$ cat src/rtl/multiplier_controller_tainttrack_if.sv
// Handshake and strobe bundle between the multiplier controller (master)
// and the requester/datapath side (slave); every signal carries a taint companion.
interface multiplier_controller_tainttrack_if #(
    parameter int WIDTH = 4
);
    logic             start;
    logic             start_t;
    logic [WIDTH-1:0] multiplierReg;
    logic [WIDTH-1:0] multiplierReg_t;
    logic             mdld;
    logic             mdld_t;
    logic             mrld;
    logic             mrld_t;
    logic             rsclear;
    logic             rsclear_t;
    logic             rsload;
    logic             rsload_t;
    logic             rsshr;
    logic             rsshr_t;
    logic             busy;
    logic             done;
    logic             done_t;

    modport master (
        input  start, start_t, multiplierReg, multiplierReg_t,
        output mdld, mdld_t, mrld, mrld_t, rsclear, rsclear_t,
               rsload, rsload_t, rsshr, rsshr_t, busy, done, done_t
    );

    modport slave (
        output start, start_t, multiplierReg, multiplierReg_t,
        input  mdld, mdld_t, mrld, mrld_t, rsclear, rsclear_t,
               rsload, rsload_t, rsshr, rsshr_t, busy, done, done_t
    );
endinterface

$ cat src/rtl/multiplier_controller_tainttrack.sv
// Shift-add multiplier sequencer: one multiplier bit per EVAL, an extra SHIFT cycle
// for set bits, and sticky control-flow taint once any decision depends on tainted data.
module multiplier_controller_tainttrack #(
    parameter int WIDTH = 4
) (
    input logic                                clk,
    input logic                                rst,
    multiplier_controller_tainttrack_if.master bus
);
    localparam int             CW   = (WIDTH > 1) ? $clog2(WIDTH) : 1;
    localparam logic [CW-1:0]  LAST = CW'(WIDTH - 1);

    typedef enum logic [2:0] {
        S_IDLE,
        S_INIT,
        S_EVAL,
        S_SHIFT,
        S_DONE
    } state_e;

    state_e        state_q, state_d;
    logic [CW-1:0] count_q, count_d;
    logic          flow_t_q, flow_t_d;
    logic          bit_v;
    logic          bit_t;
    logic          eff_t;

    assign bit_v = bus.multiplierReg[count_q];
    assign bit_t = bus.multiplierReg_t[count_q];

    always_ff @(posedge clk) begin
        if (rst) begin
            state_q  <= S_IDLE;
            count_q  <= '0;
            flow_t_q <= 1'b0;
        end else begin
            state_q  <= state_d;
            count_q  <= count_d;
            flow_t_q <= flow_t_d;
        end
    end

    always_comb begin
        state_d  = state_q;
        count_d  = count_q;
        flow_t_d = flow_t_q;
        case (state_q)
            S_IDLE: begin
                if (bus.start) begin
                    state_d  = S_INIT;
                    flow_t_d = bus.start_t;
                end
            end
            S_INIT: begin
                count_d = '0;
                state_d = S_EVAL;
            end
            S_EVAL: begin
                // The branch taken here depends on the bit, so its taint sticks.
                flow_t_d = flow_t_q | bit_t;
                if (bit_v) begin
                    state_d = S_SHIFT;
                end else if (count_q == LAST) begin
                    state_d = S_DONE;
                end else begin
                    count_d = count_q + 1'b1;
                end
            end
            S_SHIFT: begin
                if (count_q == LAST) begin
                    state_d = S_DONE;
                end else begin
                    count_d = count_q + 1'b1;
                    state_d = S_EVAL;
                end
            end
            S_DONE:  state_d = S_IDLE;
            default: state_d = S_IDLE;
        endcase
    end

    always_comb begin
        bus.mdld    = 1'b0;
        bus.mrld    = 1'b0;
        bus.rsclear = 1'b0;
        bus.rsload  = 1'b0;
        bus.rsshr   = 1'b0;
        bus.done    = 1'b0;
        bus.busy    = (state_q != S_IDLE);
        eff_t       = flow_t_q | ((state_q == S_EVAL) & bit_t);
        case (state_q)
            S_INIT: begin
                bus.mdld    = 1'b1;
                bus.mrld    = 1'b1;
                bus.rsclear = 1'b1;
            end
            S_EVAL: begin
                bus.rsload = bit_v;
                bus.rsshr  = ~bit_v;
            end
            S_SHIFT: bus.rsshr = 1'b1;
            S_DONE:  bus.done  = 1'b1;
            default: ;
        endcase
        // Taint marks every control output of a live operation, asserted or not.
        bus.mdld_t    = bus.busy & eff_t;
        bus.mrld_t    = bus.busy & eff_t;
        bus.rsclear_t = bus.busy & eff_t;
        bus.rsload_t  = bus.busy & eff_t;
        bus.rsshr_t   = bus.busy & eff_t;
        bus.done_t    = bus.busy & eff_t;
    end
endmodule

$ cat src/flat_wrapper.sv
// flat-port wrapper written by rule: the top's interface ports become plain ports
module multiplier_controller_tainttrack_flat 
#(
    parameter int WIDTH = 4
)
  (clk, rst, bus_start, bus_start_t, bus_multiplierReg, bus_multiplierReg_t, bus_mdld, bus_mdld_t, bus_mrld, bus_mrld_t, bus_rsclear, bus_rsclear_t, bus_rsload, bus_rsload_t, bus_rsshr, bus_rsshr_t, bus_busy, bus_done, bus_done_t);
  multiplier_controller_tainttrack_if #(.WIDTH(WIDTH)) bus_i ();
  input logic clk;
  input logic rst;
  input wire logic [$bits(bus_i.start)-1:0] bus_start;
  input wire logic [$bits(bus_i.start_t)-1:0] bus_start_t;
  input wire logic [$bits(bus_i.multiplierReg)-1:0] bus_multiplierReg;
  input wire logic [$bits(bus_i.multiplierReg_t)-1:0] bus_multiplierReg_t;
  output wire logic [$bits(bus_i.mdld)-1:0] bus_mdld;
  output wire logic [$bits(bus_i.mdld_t)-1:0] bus_mdld_t;
  output wire logic [$bits(bus_i.mrld)-1:0] bus_mrld;
  output wire logic [$bits(bus_i.mrld_t)-1:0] bus_mrld_t;
  output wire logic [$bits(bus_i.rsclear)-1:0] bus_rsclear;
  output wire logic [$bits(bus_i.rsclear_t)-1:0] bus_rsclear_t;
  output wire logic [$bits(bus_i.rsload)-1:0] bus_rsload;
  output wire logic [$bits(bus_i.rsload_t)-1:0] bus_rsload_t;
  output wire logic [$bits(bus_i.rsshr)-1:0] bus_rsshr;
  output wire logic [$bits(bus_i.rsshr_t)-1:0] bus_rsshr_t;
  output wire logic [$bits(bus_i.busy)-1:0] bus_busy;
  output wire logic [$bits(bus_i.done)-1:0] bus_done;
  output wire logic [$bits(bus_i.done_t)-1:0] bus_done_t;
  assign bus_i.start = bus_start;
  assign bus_i.start_t = bus_start_t;
  assign bus_i.multiplierReg = bus_multiplierReg;
  assign bus_i.multiplierReg_t = bus_multiplierReg_t;
  assign bus_mdld = bus_i.mdld;
  assign bus_mdld_t = bus_i.mdld_t;
  assign bus_mrld = bus_i.mrld;
  assign bus_mrld_t = bus_i.mrld_t;
  assign bus_rsclear = bus_i.rsclear;
  assign bus_rsclear_t = bus_i.rsclear_t;
  assign bus_rsload = bus_i.rsload;
  assign bus_rsload_t = bus_i.rsload_t;
  assign bus_rsshr = bus_i.rsshr;
  assign bus_rsshr_t = bus_i.rsshr_t;
  assign bus_busy = bus_i.busy;
  assign bus_done = bus_i.done;
  assign bus_done_t = bus_i.done_t;
  multiplier_controller_tainttrack #(.WIDTH(WIDTH)) u_core (.clk(clk), .rst(rst), .bus(bus_i));
endmodule
$ cat config.mk
export PLATFORM = sky130hd
export DESIGN_NAME = multiplier_controller_tainttrack_flat
export DESIGN_NICKNAME = d
export VERILOG_FILES = /design/src/rtl/multiplier_controller_tainttrack_if.sv /design/src/rtl/multiplier_controller_tainttrack.sv /design/src/flat_wrapper.sv
export SDC_FILE = /design/constraint.sdc
export NUM_CORES = 1
export LEC_CHECK = 0
export ABC_CLOCK_PERIOD_IN_PS = 1800
export CELL_PAD_IN_SITES_DETAIL_PLACEMENT = 1
export CELL_PAD_IN_SITES_GLOBAL_PLACEMENT = 2
export CORE_MARGIN = 1.5
export CORE_UTILIZATION = 18
export CTS_CLUSTER_DIAMETER = 120
export DETAILED_ROUTE_END_ITERATION = 12
export HOLD_SLACK_MARGIN = 0.05
export MAX_ROUTING_LAYER = met4
export PLACE_DENSITY = 0.85
export RECOVER_POWER = 25
export SETUP_SLACK_MARGIN = 0.4
export SYNTH_ARGS = -nofsm -noshare
export SYNTH_HDL_FRONTEND = slang
export SYNTH_SLANG_ARGS = --single-unit
$ cat constraint.sdc
create_clock -name clk -period 1.8 [get_ports clk]
set_input_delay 0.27 -clock clk [delete_from_list [all_inputs] [get_ports clk]]
set_output_delay 0.27 -clock clk [all_outputs]
set_load 0.02 [all_outputs]
==> impl_metrics.tcl <==
set metrics [dict create \
    synthesis.nets 64 \
    relSlewSlack 0.815 \
    r2r_start "u_core.count_q[0]$_SDFFE_PP0P_" \
    die_h_um 51.5 \
    setup_violations 2 \
    crit_cells 4 \
    critPathLaunch "u_core.count_q[0]$_SDFFE_PP0P_" \
    io_buffer_count 24 \
    grt_pass1_wl_um 2470 \
    cts_buffer_depth 2 \
    initial_utilization 0.192 \
    numCtsBuffers 3 \
    p_sw_uw 174 \
    cts_tree "built" \
    hold_class "reg -> reg" \
    cp_slowest_cell "mux4_2" \
    grt_max_degree 8 \
    hold_viol 0 \
    place_hpwl_um 1170 \
    fin_nets 98 \
    post_synth.cell_area_avg_um2 8.32 \
    final_layout_size_suffix_gt1_frac 0.614 \
    drt_iter0_drc 3 \
    grt_remaining_overflow 0 \
    drc 0 \
    critical_path.max_fanout 6 \
    grt_antenna_before_repair 0 \
    peakVddDrop_mv 0.214 \
    clk_latency_ps 250 \
    reg2regPathDepth 6 \
    comb_power_share 0.476 \
    synth_top_family_by_area "simple AND/OR/NAND/NOR gates" \
    violations "setup timing" \
    syn_inst 51 \
    end_kind "output pin" \
    crit_chain "mux4_2, a21oi_4, nor2_4, buf_6" \
    synthXorXnorAreaFrac 0 \
    p_leak_nw 0.373 \
    crit_end "bus_rsshr_t" \
    cts-hold-fix-buffers 0 \
    fp.dieW_um 51.5 \
    synth_ff_type "dfxtp_1" \
    fin_crit_ps 1800 \
    synth_mux_area_frac 0.124 \
    fillers 256 \
    p_int_uw 351 \
    place_congestion 0.712 \
    synth.largest_area_cell "dfxtp_1" \
    cp.arrival_ps 1530 \
    layout_setup_ws_ps -0.798 \
    worstPathRequired_ps 1530 \
    worst_clock_skew_ps 1.72 \
    synth-async-reset-ratio 0 \
    core_area_mm2 0.00221 \
    cts_sinks 6 \
    multi_input_area_um2 349 \
    p_total_uw 525 \
    ff2ff_setup_slack_ps 50 \
    path_clk_slew_ps 50 \
    min_period_over_period 1.00 \
    num_vias 498 \
    p_per_area_mw_per_mm2 581 \
    switching_share 0.331 \
    antenna_left 0 \
    rows 17 \
    r2r-end "u_core.count_q[0]$_SDFFE_PP0P_" \
    sequentialPowerShare 0.280 \
    cap_violations 0 \
    fin_util 0.408 \
    worst_pin_slew_ps 273 \
    wl_per_cell_um 14.1 \
    yosysWarnings 0 \
    seq_area_frac_synth 0.283 \
    gr-usage-all-layers 0.137 \
    syn_to_final_growth_pct 113 \
    critPathLaunchType "flip-flop" \
    min_from "u_core.state_q[2]$_SDFFE_PP0P_" \
    drt_first_pass_iters 2 \
    critical_path.top_delay_family "multiplexers" \
    outcome "finished, violations left" \
    dieArea_mm2 0.00266 \
    ys_top_cells_by_count "buf_4, dfxtp_1, nor2_1" \
    critPathMaxStageDelay_ps 540 \
    synthAdderAreaFrac 0.0295 \
    grt_pass1_vias 528 \
    synth_cell_types 26 \
    critPathBufInv 1 \
    critPathKind "reg -> out" \
    fmax_ghz 0.555 \
    p_clk_frac 0.244 \
    synth.ff_latch_count 6 \
    clk_root_buffer_cell "clkbuf_4" \
    drv_slew 0 \
    synth-compound-area-share 0.0973 \
    synth_area_um2 424 \
    synth_most_common_cell "buf_4" \
    synthSimpleGateAreaFrac 0.313 \
    htree_num_levels 1 \
    synth_area_leaders "dfxtp_1, buf_4, mux2i_1" \
    antenna_cells 0 \
    wirelength_um 1560 \
    synth_edf_count 0 \
    seq_area_um2 125 \
    ioPinCount 25 \
    via_per_inst 4.49 \
    yosysTopAreaCellShare 0.283 \
    rsz0062_at_grt "yes" \
]
==> placed cells by master, fill, tap and decap left out, types with 2 or more instances in the layout <==
| cell | count |
|---|---|
| buf_6 | 17 |
| nand2_1 | 2 |
| nor2_1 | 3 |
| dlygate4sd2_1 | 4 |
| dfxtp_1 | 2 |
| clkbuf_4 | 3 |
| dfxtp_2 | 4 |
| nor2_4 | 2 |
| buf_4 | 9 |
| clkdlybuf4s50_1 | 7 |
| nand2_2 | 2 |
| mux2i_4 | 2 |
| nand2b_1 | 2 |
==> power groups by stage <==
stage               Clock, mW  Combinational, mW  Sequential, mW
global route            0.140              0.266           0.148
detailed placement          0              0.198           0.149
floorplan                   0              0.117           0.150
finish                  0.128              0.250           0.147
CTS                     0.132              0.229           0.147
global placement            0              0.192           0.148
==> layer usage <==
metal  track usage  wire length (µm)  up-vias
met3       0.00287                57        4
li1              -                 -      237
met1         0.139               598      241
met5             -                 0        -
met2         0.250               849       16
met4         0.105                55        0
==> flip-flops by register name, indices dropped and copies added (netlist names) <==
signal,cells
u_core.flow_t_q,1
u_core.state_q,3
u_core.count_q,2
==> area by class of cell <==
type | count | share of cell area
clock buffer | 3 | 0.0249
inverter | 2 | 0.00831
multi-input combinational | 35 | 0.386
sequential | 6 | 0.139
tap | 28 | 0.0388
timing repair buffer | 37 | 0.403
==> metrics by stage <==
step	TNS (ps)	instances	setup slack (ps)	hold WS, ps	area [µm²]
6_report	-1.23	111	-0.798	580	903
5_1_grt	-211	111	-32.3	592	903
4_1_cts	-99.0	109	-18.3	577	827
3_5_place_dp	-3380	105	-492	582	737
3_3_place_gp	-2990	105	-419	532	737
2_1_floorplan	0	51	165	332	469
==> how the worst min path moves through the flow <==
stage	slack (ps)	cells after the start	endpoint
final	580	2	u_core.state_q[1]$_SDFFE_PP0P_
after global routing	590	2	u_core.state_q[1]$_SDFFE_PP0P_
after CTS	580	2	u_core.state_q[1]$_SDFFE_PP0P_
after detailed placement	580	2	u_core.state_q[1]$_SDFFE_PP0P_
after global placement	530	2	u_core.state_q[1]$_SDFFE_PP0P_
after floorplan	330	1	u_core.count_q[0]$_SDFFE_PP0P_
==> timing repair <==
action,in CTS,in global routing
pin swaps,4,5
gates resized for setup,93,16
setup buffers,1,2
setup endpoints to repair,15,18
==> logic make-up (layout without fill, tap and decap cells) <==
kind of cell / count (synthesis) / after routing
AO/OA/AOI/OAI: 6 / 6
adder cells (fa/ha/maj): 1 / 1
buffers and inverters: 10 / 42
flip-flops: 6 / 6
multiplexers: 4 / 4
AND/OR/NAND/NOR: 24 / 24
==> tightest hold or removal path, cell delays in order (launching register included) <==
cell     delay (ps)
dfxtp_2         340
buf_6           140
nor4_1           60
Note: power is estimated with default switching activity, not from simulation.
